**config.mk**
```make
export PLATFORM = sky130hd
export DESIGN_NAME = dmem_responder
export DESIGN_NICKNAME = d
export VERILOG_FILES = /design/src/rtl/dmem_responder.sv
export SDC_FILE = /design/constraint.sdc
export NUM_CORES = 2
export LEC_CHECK = 0
export BUFFER_PORTS_ARGS = -buffer_cell sky130_fd_sc_hd__buf_2
export CAP_MARGIN = 10
export CELL_PAD_IN_SITES_DETAIL_PLACEMENT = 0
export CELL_PAD_IN_SITES_GLOBAL_PLACEMENT = 1
export CORE_ASPECT_RATIO = 1.75
export CORE_MARGIN = 3
export CORE_UTILIZATION = 30
export DETAILED_ROUTE_END_ITERATION = 8
export GPL_TIMING_DRIVEN = 0
export PLACE_DENSITY_LB_ADDON = 0.1
export SETUP_SLACK_MARGIN = 0.15
export SYNTH_ARGS = -nofsm -noshare
export SYNTH_HDL_FRONTEND = slang
export SYNTH_SLANG_ARGS = --single-unit
```
**constraint.sdc**
```tcl
create_clock -name clk -period 15.9 [get_ports clk]
set_input_delay 1.59 -clock clk [delete_from_list [all_inputs] [get_ports clk]]
set_output_delay 1.59 -clock clk [all_outputs]
set_load 0.05 [all_outputs]
```
**src/rtl/dmem_responder.sv**
```systemverilog
// Word-RAM responder for the core load/store port: one access at a time, ready pulses LATENCY cycles after accept.
// No backpressure: req is only looked at in IDLE (accept) and WAIT (drop = abort); outputs are registered.
module dmem_responder #(
    parameter int DEPTH   = 64,
    parameter int LATENCY = 2
) (
    input  logic        clk,
    input  logic        reset,
    input  logic        req,
    input  logic        we,
    input  logic [31:0] addr,
    input  logic [31:0] wdata,
    output logic [31:0] rdata,
    output logic        ready,
    output logic        err
);
    localparam int AW = $clog2(DEPTH);
    localparam int CW = (LATENCY > 1) ? $clog2(LATENCY) : 1;

    typedef enum logic [1:0] {IDLE, WAIT, RESP} state_t;

    state_t         state, state_nxt;
    logic [CW-1:0]  cnt, cnt_nxt;
    logic           we_q;
    logic [31:0]    addr_q;
    logic [31:0]    wdata_q;
    logic [31:0]    mem [DEPTH];

    logic           eff_we;
    logic [31:0]    eff_addr;
    logic           eff_bad;
    logic [AW-1:0]  eff_idx;

    // Live inputs are the request only in the accept cycle; afterwards the latched copy rules.
    always_comb begin
        eff_we   = (state == IDLE) ? we : we_q;
        eff_addr = (state == IDLE) ? addr : addr_q;
        eff_bad  = (eff_addr[1:0] != 2'b00) || (eff_addr[31:2] >= 30'(DEPTH));
        eff_idx  = eff_addr[AW+1:2];
    end

    always_ff @(posedge clk) begin
        if (reset) begin
            state <= IDLE;
            cnt   <= '0;
        end else begin
            state <= state_nxt;
            cnt   <= cnt_nxt;
        end
    end

    // The counter holds the WAIT cycles still to run; leaving on the last one lands RESP at T+LATENCY.
    always_comb begin
        state_nxt = state;
        cnt_nxt   = cnt;
        case (state)
            IDLE: begin
                if (req) begin
                    cnt_nxt   = CW'(LATENCY - 1);
                    state_nxt = (LATENCY == 1) ? RESP : WAIT;
                end
            end
            WAIT: begin
                cnt_nxt = cnt - 1'b1;
                if (!req) begin
                    state_nxt = IDLE;
                end else if (cnt <= CW'(1)) begin
                    state_nxt = RESP;
                end
            end
            RESP:    state_nxt = IDLE;
            default: state_nxt = IDLE;
        endcase
    end

    always_ff @(posedge clk) begin
        if (state == IDLE && req) begin
            we_q    <= we;
            addr_q  <= addr;
            wdata_q <= wdata;
        end
    end

    always_ff @(posedge clk) begin
        if (reset) begin
            ready <= 1'b0;
            err   <= 1'b0;
            rdata <= '0;
        end else begin
            ready <= (state_nxt == RESP);
            err   <= (state_nxt == RESP) && eff_bad;
            rdata <= ((state_nxt == RESP) && !eff_we && !eff_bad) ? mem[eff_idx] : '0;
        end
    end

    // Store commits on the edge closing RESP; a reset on that edge drops it.
    always_ff @(posedge clk) begin
        if (state == RESP && !reset && we_q && !eff_bad) begin
            mem[eff_idx] <= wdata_q;
        end
    end
endmodule

```
==> reports/results.txt <==
Worst r2r src -> state[1]
Max-cap viol count -> 1
Share of the synthesized area in the top cell type -> 80.2%
CTS tree -> built
Share of synthesized registers carrying an async set or reset -> 0%
Net Count, Synth -> 4394
Resize count post-CTS -> 0
HPWL Detailed -> 269000 um
Setup TNS -> 0 ps
Synth area leaders -> edfxtp_1, a22oi_1, a222oi_1
Core area -> 0.262 mm2
H-tree depth -> 4
Cts hold-fix bufs -> 0
Die footprint -> 0.270 mm2
Slew headroom -> 1.53%
Num CTS Buffers -> 214
Tcrit/Tclk final -> 40.5%
Number of remaining DRC errors -> 2
Setup crit end kind -> flop
Final Power -> 12.3 mW
CTS clock-pin slew for the worst setup and hold paths -> 60 ps
Vias in the first global route -> 47000
Clock Latency Late Sink -> 930 ps
Cell depth of the worst flop-to-flop path -> 9
Iteration-0 DRC Markers -> 5895
Chip height -> 685 um
Register area share after synthesis -> 81.1%
Cells after Synth -> 4326
Crit path required time -> 16440 ps
Synth Area per Inst -> 18.3 um2
Die W -> 394 um
Final nets -> 4990
First-pass GRT wire length -> 474000 um
Initial antenna violation count -> 29
Worst hold stages -> 0
Slew @ Worst Pin -> 1460 ps
Worst Setup Path Type -> in -> reg
Min-Delay Path Class -> reg -> reg
DP Area -> 0.0902 mm2
Startpoint types -> primary input
Ys flop type -> edfxtp_1
Leakage power -> 30.4 nW
Vias post-DR -> 48100
Sink Count -> 2149
Post-synth cell types -> 62
Routed Antenna Nets -> 0
Crit-path max FO -> 19
WHS Endpoint -> mem[34][4]
Setup slack, reg-to-reg -> 9760 ps
Routability cong. -> 0.884
Post-CTS Setup Bufs -> 0
Row Count -> 248
Post-Layout Inst Area -> 0.0968 mm2
GRT overflow -> 0
Initial core utilization -> 30.2%
Layout cells sized above 1 -> 19.3%
Syn-to-layout area delta -> 22.4%
Io pins -> 102
Core Util, Final -> 37.0%
Routed WL -> 369000 um
Maximum clock path buffer count -> 4
YS warnings -> 0
Tmin final -> 6430 ps
Yosys reg bits -> 2149
Drt wl/cell -> 42.9 um
FMAX -> 155 MHz
Failing checks -> DRC, capacitance limit
Setup-failing EPs final -> 0
Crit Reg-Reg Endpoint -> mem[57][22]
Port-buffer cells -> 101
Worst path arrival time -> 6970 ps
Pwr dens -> 127 mW/mm2
Largest net degree at the start of global routing -> 31
Outcome -> finished with violations
RSZ-0062 raised after global routing -> no
Router iterations before antenna repair -> 9
Final Hold Viols -> 0
Worst vdd ir -> 0.0844 mV
Drt via density -> 5.60
Clock root buffer -> clkbuf_16
Synth area leader -> edfxtp_1
Post-synth EDFFs -> 2113
Max Slew Vio Count -> 0
Post-Syn Area -> 0.0791 mm2
GRT Overall Usage -> 26.7%
HP Start -> wdata_q[4]
Clock skew -> 58.6 ps
[cells in the final DEF, fill, tap and decap left out, types with 104 or more instances in the layout]
| master | synthesis | routed |
|---|---|---|
| nand2_1 | 252 | 252 |
| a22o_1 | 153 | 153 |
| a22oi_1 | 338 | 338 |
| buf_2 | 98 | 216 |
| a222oi_1 | 178 | 178 |
| clkbuf_16 | 0 | 220 |
| edfxtp_1 | 2113 | 2113 |
| buf_16 | 0 | 104 |
| mux2i_1 | 137 | 135 |
| a21oi_1 | 197 | 197 |
| a31oi_1 | 128 | 128 |
| clkbuf_1 | 145 | 182 |
[power breakdown]
group          internal (mW)  total, mW  switching [mW]
registers               6.24       6.26          0.0259
clock network           2.77       5.02            2.25
logic                  0.288       1.04           0.750
total                   9.30       12.3            3.02
[per-layer routing]
metal,wire [um],global-route usage [%],share of wire [%]
met3,23500,4.61,6.4
met5,83,0,0.023
met2,190000,47.9,52
met1,130000,29.6,35
met4,24900,15.1,6.8
[cells in the mapped netlist (5+ instances only)]
cell type / number
a31oi_1: 128
a22oi_1: 338
edfxtp_1: 2113
buf_6: 5
dfxtp_1: 36
o21ai_0: 23
clkbuf_1: 145
buf_1: 29
or4_1: 18
nor3_1: 22
o211ai_1: 6
mux2_2: 82
nor4_1: 42
and2_1: 7
mux2i_1: 137
buf_2: 98
a21oi_1: 197
o31a_1: 19
a2111oi_0: 13
o22a_1: 57
nor3b_1: 6
nand2b_1: 5
a2111oi_2: 7
a221oi_1: 30
nand2_1: 252
o22ai_1: 37
a221o_1: 6
a22o_1: 153
a222oi_1: 178
buf_4: 10
nand3_1: 6
nor2_1: 68
[state kept, by name, summed over array words and instances, names as in the netlist]
signal	cells
mem	2048
addr_q	32
rdata	32
wdata_q	32
state	2
err	1
ready	1
we_q	1
[worst max-delay path by stage]
stage,start,slack [ps],cells past startpoint,to
after detailed placement,addr[3],8660,9,mem[31][22]
after CTS,addr[3],9620,9,mem[31][9]
final,addr[2],9470,9,mem[59][24]
after global routing,addr[3],9630,9,mem[59][24]
after floorplan,req,8990,1,addr_q[0]
after global placement,addr[7],3950,6,mem[48][15]
[worst max-delay path: stages]
cell and delay, ps:
buf_2 180, nand4bb_1 440, o22ai_1 390, clkbuf_1 890, clkbuf_1 1100, buf_2 590
nand2_1 560, nor2_4 860, buf_12 270
[kinds of logic (layout without fill, tap and decap cells)]
family | Yosys count | after routing | share of synthesized area (%)
flops | 2149 | 2149 | 81.1
mux | 220 | 220 | 2.92
compound gates | 1218 | 1218 | 11.7
buf+inv | 292 | 1051 | 1.64
simple gates | 447 | 447 | 2.59
other cells | 0 | 12 | 0
[final cells by class]
class	instances	area, um2
Antenna cell	12	30.0
Buffer	288	1320
Clock buffer	290	5850
Clock inverter	89	747
Fill cell	24200	165000
Inverter	4	15.0
Multi-Input combinational cell	1885	14100
Sequential cell	2149	64200
Tap cell	3500	4380
Timing Repair Buffer	380	6170
[through the flow]
step                setup WS (ps)  instances  hold WS (ps)
detailed placement           8660       8205           592
global placement             3950       7927           647
global route                 9630       8586           641
CTS                          9620       8584           609
floorplan                    8990       4326           589
finish                       9470       8597           605
Note: power is estimated with default switching activity, not from simulation.
